**src/rtl/cs_window_avg.sv**
```systemverilog
// Sliding-window average over the last N samples: finds Xappr (largest sample <= floor(sum/N))
// and outputs floor((sum + N*Xappr)/(N-1)) or plain floor(sum/N); latency N+1 cycles from accept.
// Backpressure: in_ready is high only in IDLE; samples offered during SCAN/CALC are not taken.
//
// Ports:
//   clk, reset        clock and synchronous active-high reset
//   in_valid/in_ready input handshake; X (W bits) is the sample, mode (0 approx, 1 plain) rides with it
//   out_valid, Y      one-cycle result pulse; Y (W+2 bits) holds until the next pulse
//   win_full          high once N samples have been accepted since reset
module cs_window_avg #(
    parameter int W = 8,
    parameter int N = 9
) (
    input  logic           clk,
    input  logic           reset,
    input  logic           in_valid,
    output logic           in_ready,
    input  logic [W-1:0]   X,
    input  logic           mode,
    output logic           out_valid,
    output logic [W+1:0]   Y,
    output logic           win_full
);

    localparam int SW = W + $clog2(N);     // running-sum width, holds N*(2^W-1)
    localparam int CW = $clog2(N + 1);     // fill count 0..N
    localparam int IW = $clog2(N);         // scan index 0..N-1
    localparam int SH = $clog2(N - 1);     // N-1 is a power of two, so /(N-1) is a shift
    localparam int YW = W + 2;

    typedef enum logic [1:0] {IDLE, SCAN, CALC} state_t;

    state_t          state;
    state_t          state_nxt;
    logic [W-1:0]    win [N];
    logic [SW-1:0]   sum;
    logic [CW-1:0]   count;
    logic [CW-1:0]   count_nxt;
    logic [IW-1:0]   idx;
    logic [W-1:0]    best;
    logic            mode_q;
    logic            accept;
    logic [W-1:0]    scan_e;
    logic            scan_qual;
    logic [SW-1:0]   best_times_n;
    logic [SW:0]     approx_full;

    assign in_ready  = (state == IDLE);
    assign accept    = in_valid & in_ready;
    assign win_full  = (count == CW'(N));
    assign count_nxt = (count == CW'(N)) ? count : count + CW'(1);

    // e <= floor(sum/N) is equivalent to e*N <= sum, which avoids a divider in the scan.
    assign scan_e       = win[idx];
    assign scan_qual    = (SW'(scan_e) * SW'(N)) <= sum;
    assign best_times_n = SW'(best) * SW'(N);
    // One extra bit: sum + N*best can reach 2*N*(2^W-1).
    assign approx_full  = {1'b0, sum} + {1'b0, best_times_n};

    always_ff @(posedge clk) begin
        if (reset) begin
            state <= IDLE;
        end else begin
            state <= state_nxt;
        end
    end

    always_comb begin
        state_nxt = state;
        case (state)
            IDLE: if (accept && (count_nxt == CW'(N))) state_nxt = SCAN;
            SCAN: if (idx == IW'(N - 1)) state_nxt = CALC;
            CALC: state_nxt = IDLE;
            default: state_nxt = IDLE;
        endcase
    end

    always_ff @(posedge clk) begin
        if (reset) begin
            for (int i = 0; i < N; i++) begin
                win[i] <= '0;
            end
            sum       <= '0;
            count     <= '0;
            idx       <= '0;
            best      <= '0;
            mode_q    <= 1'b0;
            out_valid <= 1'b0;
            Y         <= '0;
        end else begin
            out_valid <= 1'b0;
            case (state)
                IDLE: begin
                    if (accept) begin
                        for (int i = N - 1; i > 0; i--) begin
                            win[i] <= win[i-1];
                        end
                        win[0] <= X;
                        // Intermediate may wrap; the final sum always fits SW bits.
                        sum    <= sum + SW'(X) - SW'(win[N-1]);
                        count  <= count_nxt;
                        mode_q <= mode;
                        idx    <= '0;
                        best   <= '0;   // a fresh window needs a fresh maximum
                    end
                end
                SCAN: begin
                    if (scan_qual && (scan_e > best)) begin
                        best <= scan_e;
                    end
                    idx <= idx + IW'(1);
                end
                CALC: begin
                    Y         <= mode_q ? YW'(sum / SW'(N)) : YW'(approx_full >> SH);
                    out_valid <= 1'b1;
                end
                default: ;
            endcase
        end
    end

endmodule

```
**config.mk**
```make
export PLATFORM = sky130hd
export DESIGN_NAME = cs_window_avg
export DESIGN_NICKNAME = d
export VERILOG_FILES = /design/src/rtl/cs_window_avg.sv
export SDC_FILE = /design/constraint.sdc
export NUM_CORES = 1
export LEC_CHECK = 0
export ABC_AREA = 0
export BUFFER_PORTS_ARGS = -buffer_cell sky130_fd_sc_hd__buf_2
export CORE_MARGIN = 1
export CORE_UTILIZATION = 53
export CTS_BUF_LIST = sky130_fd_sc_hd__clkbuf_2 sky130_fd_sc_hd__clkbuf_4 sky130_fd_sc_hd__clkbuf_8
export CTS_CLUSTER_SIZE = 30
export DETAILED_ROUTE_END_ITERATION = 10
export GPL_ROUTABILITY_DRIVEN = 0
export PLACE_DENSITY = 0.7
export SKIP_LAST_GASP = 1
export SLEW_MARGIN = 20
export SYNTH_ARGS = -nofsm -noshare
export SYNTH_HDL_FRONTEND = slang
export SYNTH_SLANG_ARGS = --single-unit
```
**constraint.sdc**
```tcl
create_clock -name clk -period 19.5 [get_ports clk]
set_input_delay 4.875 -clock clk [delete_from_list [all_inputs] [get_ports clk]]
set_output_delay 4.875 -clock clk [all_outputs]
set_load 0.005 [all_outputs]
```
==> results.yml, run 1 <==
sta:
  fmax_mhz: 121
  final.setup.tns_ns: 0
  period_needed_ns: 8.28
  tightestPinTransition_ns: 0.944
  slew_viol_final: 0
  fin_crit_sh_pct: 42.5
  hold_viol_final: 0
  rsz0062_at_grt: "false"
  final-setup-viol-count: 0
  clock-skew-final_ns: 0.0110
  slew_headroom_pct: 37.1
die:
  coreArea_sq_mm: 0.0167
  pin_count: 25
  die-area_sq_mm: 0.0178
  die_y_microns: 133
  start_util_pct: 54.8
  rows: 47
  fp.dieW_microns: 133
global_routing:
  track_usage_pct: 24.6
  antenna_found_initial: 0
  grt_max_degree: 74
  overflow: 0
  grt_pass1_vias: 6923
  grt_pass1_wl_microns: 34800
cts:
  clockRootBuffer: "clkbuf_8"
  post-cts-setup-buffers: 0
  worstSkewPairLatency_ns: 0.45
  cts_max_path_buffers: 2
  cts_resized: 0
  cts_sinks: 118
  h-tree-depth: 4
  cts_buffers: 17
  cts_tree: "built"
  hold_buffers: 0
  cts.reportedPaths.clkPinSlew_ns: 0.08
synth:
  synthArstFlopShare_pct: 0
  synthSimpleGateAreaFrac_pct: 19.9
  synth_cell_types: 100
  synth_edf_count: 72
  yosysWarnings: 0
  synth_cells: 972
  avgSynthCellArea_sq_um: 9.42
  ys.flop_type: "edfxtp_1"
  synthXorXnorAreaFrac_pct: 2.86
  synth_fa_ha_area_share_pct: 12.9
  synth_compound_area_share_pct: 19.8
  synthesis.nets: 1069
  muxShareOfSynthArea_pct: 5.71
  yosysSeqAreaShare_pct: 33.7
  syn_area_sq_mm: 0.00916
  synth_top_family_by_area: "simple AND/OR/NAND/NOR gates"
  synth-seq-cells: 118
finish:
  n_antenna_cell: 0
  syn2layout_area_growth_pct: 6.82
  fin_nets: 1076
  drive_gt1_share_pct: 11.3
  fin_util_pct: 58.6
  stdcell_area_sq_mm: 0.00978
job:
  cap_violations: 0
critical_path:
  startpoint: "sum[9]"
  critPathKind: "reg2reg"
  r2r-end: "Y[0]"
  rrSetupSlack_ns: 11.22
  startpoint_type: "flop"
  worstSetupEndpoint: "Y[0]"
  timing.rr.start: "sum[9]"
  crit_required_ns: 19.84
  end_kind: "flop"
  arrival_ns: 8.62
  worstPathMaxFanout: 15
  reg2regPathDepth: 22
route:
  routed_via_density: 5.95
  first_pass_iters: 7
  drt-total-wl_microns: 20500
  first_iter_violations: 402
  vias: 7211
  drtAntennaViolNets: 0
  wl_per_cell_microns: 16.9
  drc: 0
placed_design:
  dp_hpwl_microns: 14500
  place_area_sq_mm: 0.00942
  port_buffers: 24
worst_hold_path:
  hold_path_class: "reg2reg"
run_status:
  status: "complete, no violations"
-- worst max-delay path: stages (launching register included) --
cell and delay [ns]:
dfxtp_1 0.72, clkinv_1 0.48, ha_1 0.46, o21ai_0 0.35, nor2b_1 0.34, a2111oi_0 0.13, a2111o_1 0.46, o32ai_1 0.54
a22oi_2 0.29, a211oi_1 0.61, nor3_1 0.27, nor4_1 0.43, nor2_1 0.13, a211oi_1 0.56, and4_1 0.38, a21oi_1 0.12
ha_1 0.24, o2111ai_1 0.21, or3b_4 0.44, nor4_4 0.26, mux2_1 0.36, a211oi_1 0.26, a21oi_1 0.10
-- synthesized netlist by cell type, types with 13 or more instances --
cell type   n  area (sq um)
dfxtp_1    46           921
o21ai_0    33           165
xnor2_1    17           149
a21o_1     16           120
nand2_1    50           188
inv_1      73           274
mux2i_1    14           140
mux4_2     16           360
fa_1       14           280
a31oi_1    13          81.3
ha_1       71           888
and2_1     74           463
clkbuf_1   28           105
nor2_1     79           297
edfxtp_1   72          2160
nand3_1    16          80.1
nor3_1     37           185
a21oi_1    63           315
a211oi_1   21           158
-- logic make-up (layout without fill, tap and decap cells) --
kind of cell             count (synthesis)  in the layout
AND/OR/NAND/NOR                        332            332
multiplexers                            32             32
AO/OA/AOI/OAI                          257            257
flip-flops                             118            118
XOR/XNOR                                29             29
adder cells (fa/ha/maj)                 86             86
buffers and inverters                  118            138
-- sequential cells by signal, summed over array words and instances, names as in the netlist, named ones only --
| register | count |
|---|---|
| win | 72 |
| count | 4 |
| idx | 4 |
| best | 8 |
| Y | 10 |
| mode_q | 1 |
| state | 2 |
| out_valid | 1 |
| sum | 12 |
-- layout make-up --
type / count / area, sq um
clock inverters: 12 / 106
well taps: 220 / 275
clock buffers: 20 / 256
multi-input cells: 736 / 5610
flip-flops and latches: 118 / 3080
inverters: 76 / 285
repair buffers: 30 / 165
fillers: 1487 / 6920
-- metrics by stage --
step | cells | hold slack, ns | setup slack (ns)
after global routing | 1212 | 0.484 | 10.49
final | 1212 | 0.455 | 11.22
after CTS | 1212 | 0.459 | 11.39
after global placement | 1180 | 0.440 | 11.23
after floorplan | 972 | 0.448 | 11.62
after detailed placement | 1180 | 0.448 | 11.21
-- placed cells by master (no fill, tap or decap), drive strengths merged, types with 4 or more instances in the layout --
| master | n |
|---|---|
| a21o | 16 |
| a211oi | 25 |
| inv | 74 |
| nor3 | 38 |
| o21a | 11 |
| clkinv | 11 |
| dfxtp | 46 |
| fa | 14 |
| and3 | 4 |
| o211ai | 10 |
| nand3 | 16 |
| a21boi | 4 |
| buf | 30 |
| o21ai | 37 |
| mux2i | 14 |
| a211o | 4 |
| edfxtp | 72 |
| nand2 | 50 |
| o21bai | 8 |
| or2 | 5 |
| xor2 | 11 |
| nor4 | 4 |
| nor3b | 5 |
| clkbuf | 20 |
| a311oi | 5 |
| nor2 | 79 |
| a31oi | 13 |
| o31a | 4 |
| a2111oi | 4 |
| o2111ai | 6 |
| nor2b | 12 |
| and2 | 77 |
| xnor2 | 18 |
| mux4 | 16 |
| ha | 71 |
| a21oi | 64 |
| or3 | 5 |
| o31ai | 7 |
| nand2b | 8 |
| nand4 | 10 |
-- worst min path at each step --
| stage | end | from | cells after the start | slack, ns |
|---|---|---|---|---|
| final | Y[6] | Y[6] | 2 | 0.46 |
| after global routing | Y[6] | Y[6] | 2 | 0.48 |
| after CTS | Y[6] | Y[6] | 2 | 0.46 |
| after detailed placement | Y[6] | Y[6] | 2 | 0.45 |
| after global placement | Y[6] | Y[6] | 2 | 0.44 |
| after floorplan | Y[6] | Y[6] | 2 | 0.45 |
-- metal layers --
| metal | share of wire [%] | track usage [%] |
|---|---|---|
| met5 | 0 | 0 |
| met4 | 1.7 | 7.51 |
| met3 | 4.0 | 5.33 |
| met2 | 47 | 39.6 |
| met1 | 48 | 33.1 |
Power of run 1 is left out: the tool's default activity adds up to more than one toggle a clock period on the data nets, which glitch-free logic cannot reach.
==> inputs of run 2 (changes only) <==
Settings changed: ABC_AREA 0 to 1, PLACE_DENSITY 0.7 to 0.71.
Clock period 19.5 ns to 8.6 ns, I/O delays scaled along.
==> results.yml, run 2 <==
worst_hold_path:
  hold_path_class: "reg2reg"
  holdPathStages: 2
die:
  coreArea_sq_mm: 0.0159
  start_util_pct: 54.5
  rows: 46
  pin_count: 25
  die_y_microns: 130
  fp.dieW_microns: 130
  die-area_sq_mm: 0.0169
critical_path:
  cp.depth: 45
  end_kind: "flop"
  startpoint_type: "flop"
  worstPathMaxFanout: 11
  worstSetupEndpoint: "Y[0]"
  crit_required_ns: 8.92
  crit_buf_inv: 4
  slowest_delay_ns: 0.45
  r2r-end: "Y[0]"
  arrival_ns: 6.06
  critPathKind: "reg2reg"
  critPathTopFamily: "simple AND/OR/NAND/NOR gates"
  reg2regPathDepth: 45
  critPathMostFrequentCell: "nand2_2"
  timing.rr.start: "sum[9]"
  rrSetupSlack_ns: 2.86
  startpoint: "sum[9]"
  critical-path-slowest-cell: "dfxtp_1"
sta:
  slew_viol_final: 0
  hold_viol_final: 0
  tightestPinTransition_ns: 0.999
  fmax_mhz: 174
  final-setup-viol-count: 0
  fin_crit_sh_pct: 66.7
  period_needed_ns: 5.74
  rsz0062_at_grt: "false"
  clock-skew-final_ns: 0.0126
  slew_headroom_pct: 33.2
  final.setup.tns_ns: 0
  fin_ws_ns: 2.86
synth:
  synthArstFlopShare_pct: 0
  synth_edf_count: 72
  ys.flop_type: "edfxtp_1"
  synthTopCellsByArea: "edfxtp_1, dfxtp_1, ha_1"
  yosysTopAreaCell: "edfxtp_1"
  yosysSeqAreaShare_pct: 35.5
  yosysWarnings: 0
  synth-seq-cells: 118
  syn_area_sq_mm: 0.00870
  synth_top_area_share_pct: 24.9
  synthTopCellsByCount: "nand2_1, inv_1, nor2_1"
  synth_cells: 1140
  synthesis.nets: 1237
  synth_cell_types: 51
  avgSynthCellArea_sq_um: 7.63
  yosysMostFrequentCell: "nand2_1"
global_routing:
  track_usage_pct: 23.0
  grt_max_degree: 83
  overflow: 0
  grt_pass1_wl_microns: 30600
  antenna_found_initial: 0
  grt_pass1_vias: 6656
cts:
  post-cts-setup-buffers: 0
  worstSkewPairLatency_ns: 0.45
  h-tree-depth: 4
  cts_tree: "built"
  clockRootBuffer: "clkbuf_8"
  hold_buffers: 0
  cts_sinks: 118
  cts_buffers: 17
  cts_resized: 0
  cts.reportedPaths.clkPinSlew_ns: 0.08
  cts_max_path_buffers: 2
finish:
  top_register: "win"
  drive_gt1_share_pct: 12.1
  largest_register_ffs: 72
  reg_top3: "win: 72 flops, sum: 12 flops, Y: 10 flops"
  syn2layout_area_growth_pct: 8.39
  layout_commonest_cell: "nand2_1"
  stdcell_area_sq_mm: 0.00943
  fin_nets: 1256
  layout_common_cells: "nand2_1, inv_1, nor2_1"
  n_antenna_cell: 0
  fillers: 1459
run_status:
  status: "complete, no violations"
route:
  first_iter_violations: 353
  wl_per_cell_microns: 13.1
  vias: 7186
  drtAntennaViolNets: 0
  first_pass_iters: 4
  drt-total-wl_microns: 18200
  routed_via_density: 5.18
  drc: 0
placed_design:
  place_area_sq_mm: 0.00900
  dp_hpwl_microns: 13100
  port_buffers: 24
  dpl_worst_slack_ns: 2.90
job:
  cap_violations: 0
==> run 2: cell count changes after synthesis, moves of 14 or more <==
cell,delta
nand2_1,+150
inv_1,+125
and2_1,-71
nor2_1,+51
nand3_1,+38
o21ai_0,+35
nor3_1,-26
inv_2,+24
nand2_2,+24
a211oi_1,-19
a21o_1,-16
mux4_2,-16
mux2i_1,-14
==> run 2: worst min-delay path: stages, from the launching register on <==
cell,delay (ns)
dfxtp_1,0.32
nand2_1,0.06
a21oi_1,0.05
==> run 2: per-stage QoR <==
step	instances	utilization (%)	hold WS, ns
global placement	1356	56.4	0.453
floorplan	1140	-	0.462
finish	1388	59.1	0.466
CTS	1388	59.1	0.471
global route	1388	59.1	0.500
detailed placement	1356	56.4	0.459
==> run 2: cell type report <==
type | count | area, sq um | area share, %
multi-input cells | 769 | 4650 | 49.3
flip-flops and latches | 118 | 3080 | 32.7
inverters | 225 | 846 | 8.97
well taps | 216 | 270 | 2.87
clock buffers | 19 | 249 | 2.64
clock inverters | 13 | 179 | 1.90
repair buffers | 28 | 150 | 1.59
==> run 2: per-layer routing <==
metal / vias to the layer above / GRT usage, % / routed length, microns
met5: - / 0 / 0
li1: 3772 / - / -
met4: 0 / 5.88 / 212
met1: 3307 / 30.0 / 8830
met3: 20 / 4.06 / 493
met2: 87 / 39.5 / 8650
==> run 2: logic make-up (layout without fill, tap and decap cells) <==
| logic type | count (synthesis) | in the layout | share of synthesized area [%] |
|---|---|---|---|
| flops | 118 | 118 | 35.5 |
| simple gates | 470 | 470 | 25.2 |
| xor+xnor | 18 | 18 | 1.90 |
| compound gates | 196 | 196 | 12.9 |
| fa+ha+maj | 85 | 85 | 13.4 |
| buf+inv | 253 | 285 | 11.1 |
==> run 2: how the worst min path moves through the flow <==
stage	start	endpoint	slack, ns
6_report	Y[9]	Y[9]	0.47
5_1_grt	Y[9]	Y[9]	0.50
4_1_cts	Y[9]	Y[9]	0.47
3_5_place_dp	Y[9]	Y[9]	0.46
3_3_place_gp	Y[9]	Y[9]	0.45
2_1_floorplan	Y[9]	Y[9]	0.46
Power of run 2 is left out for the same reason.
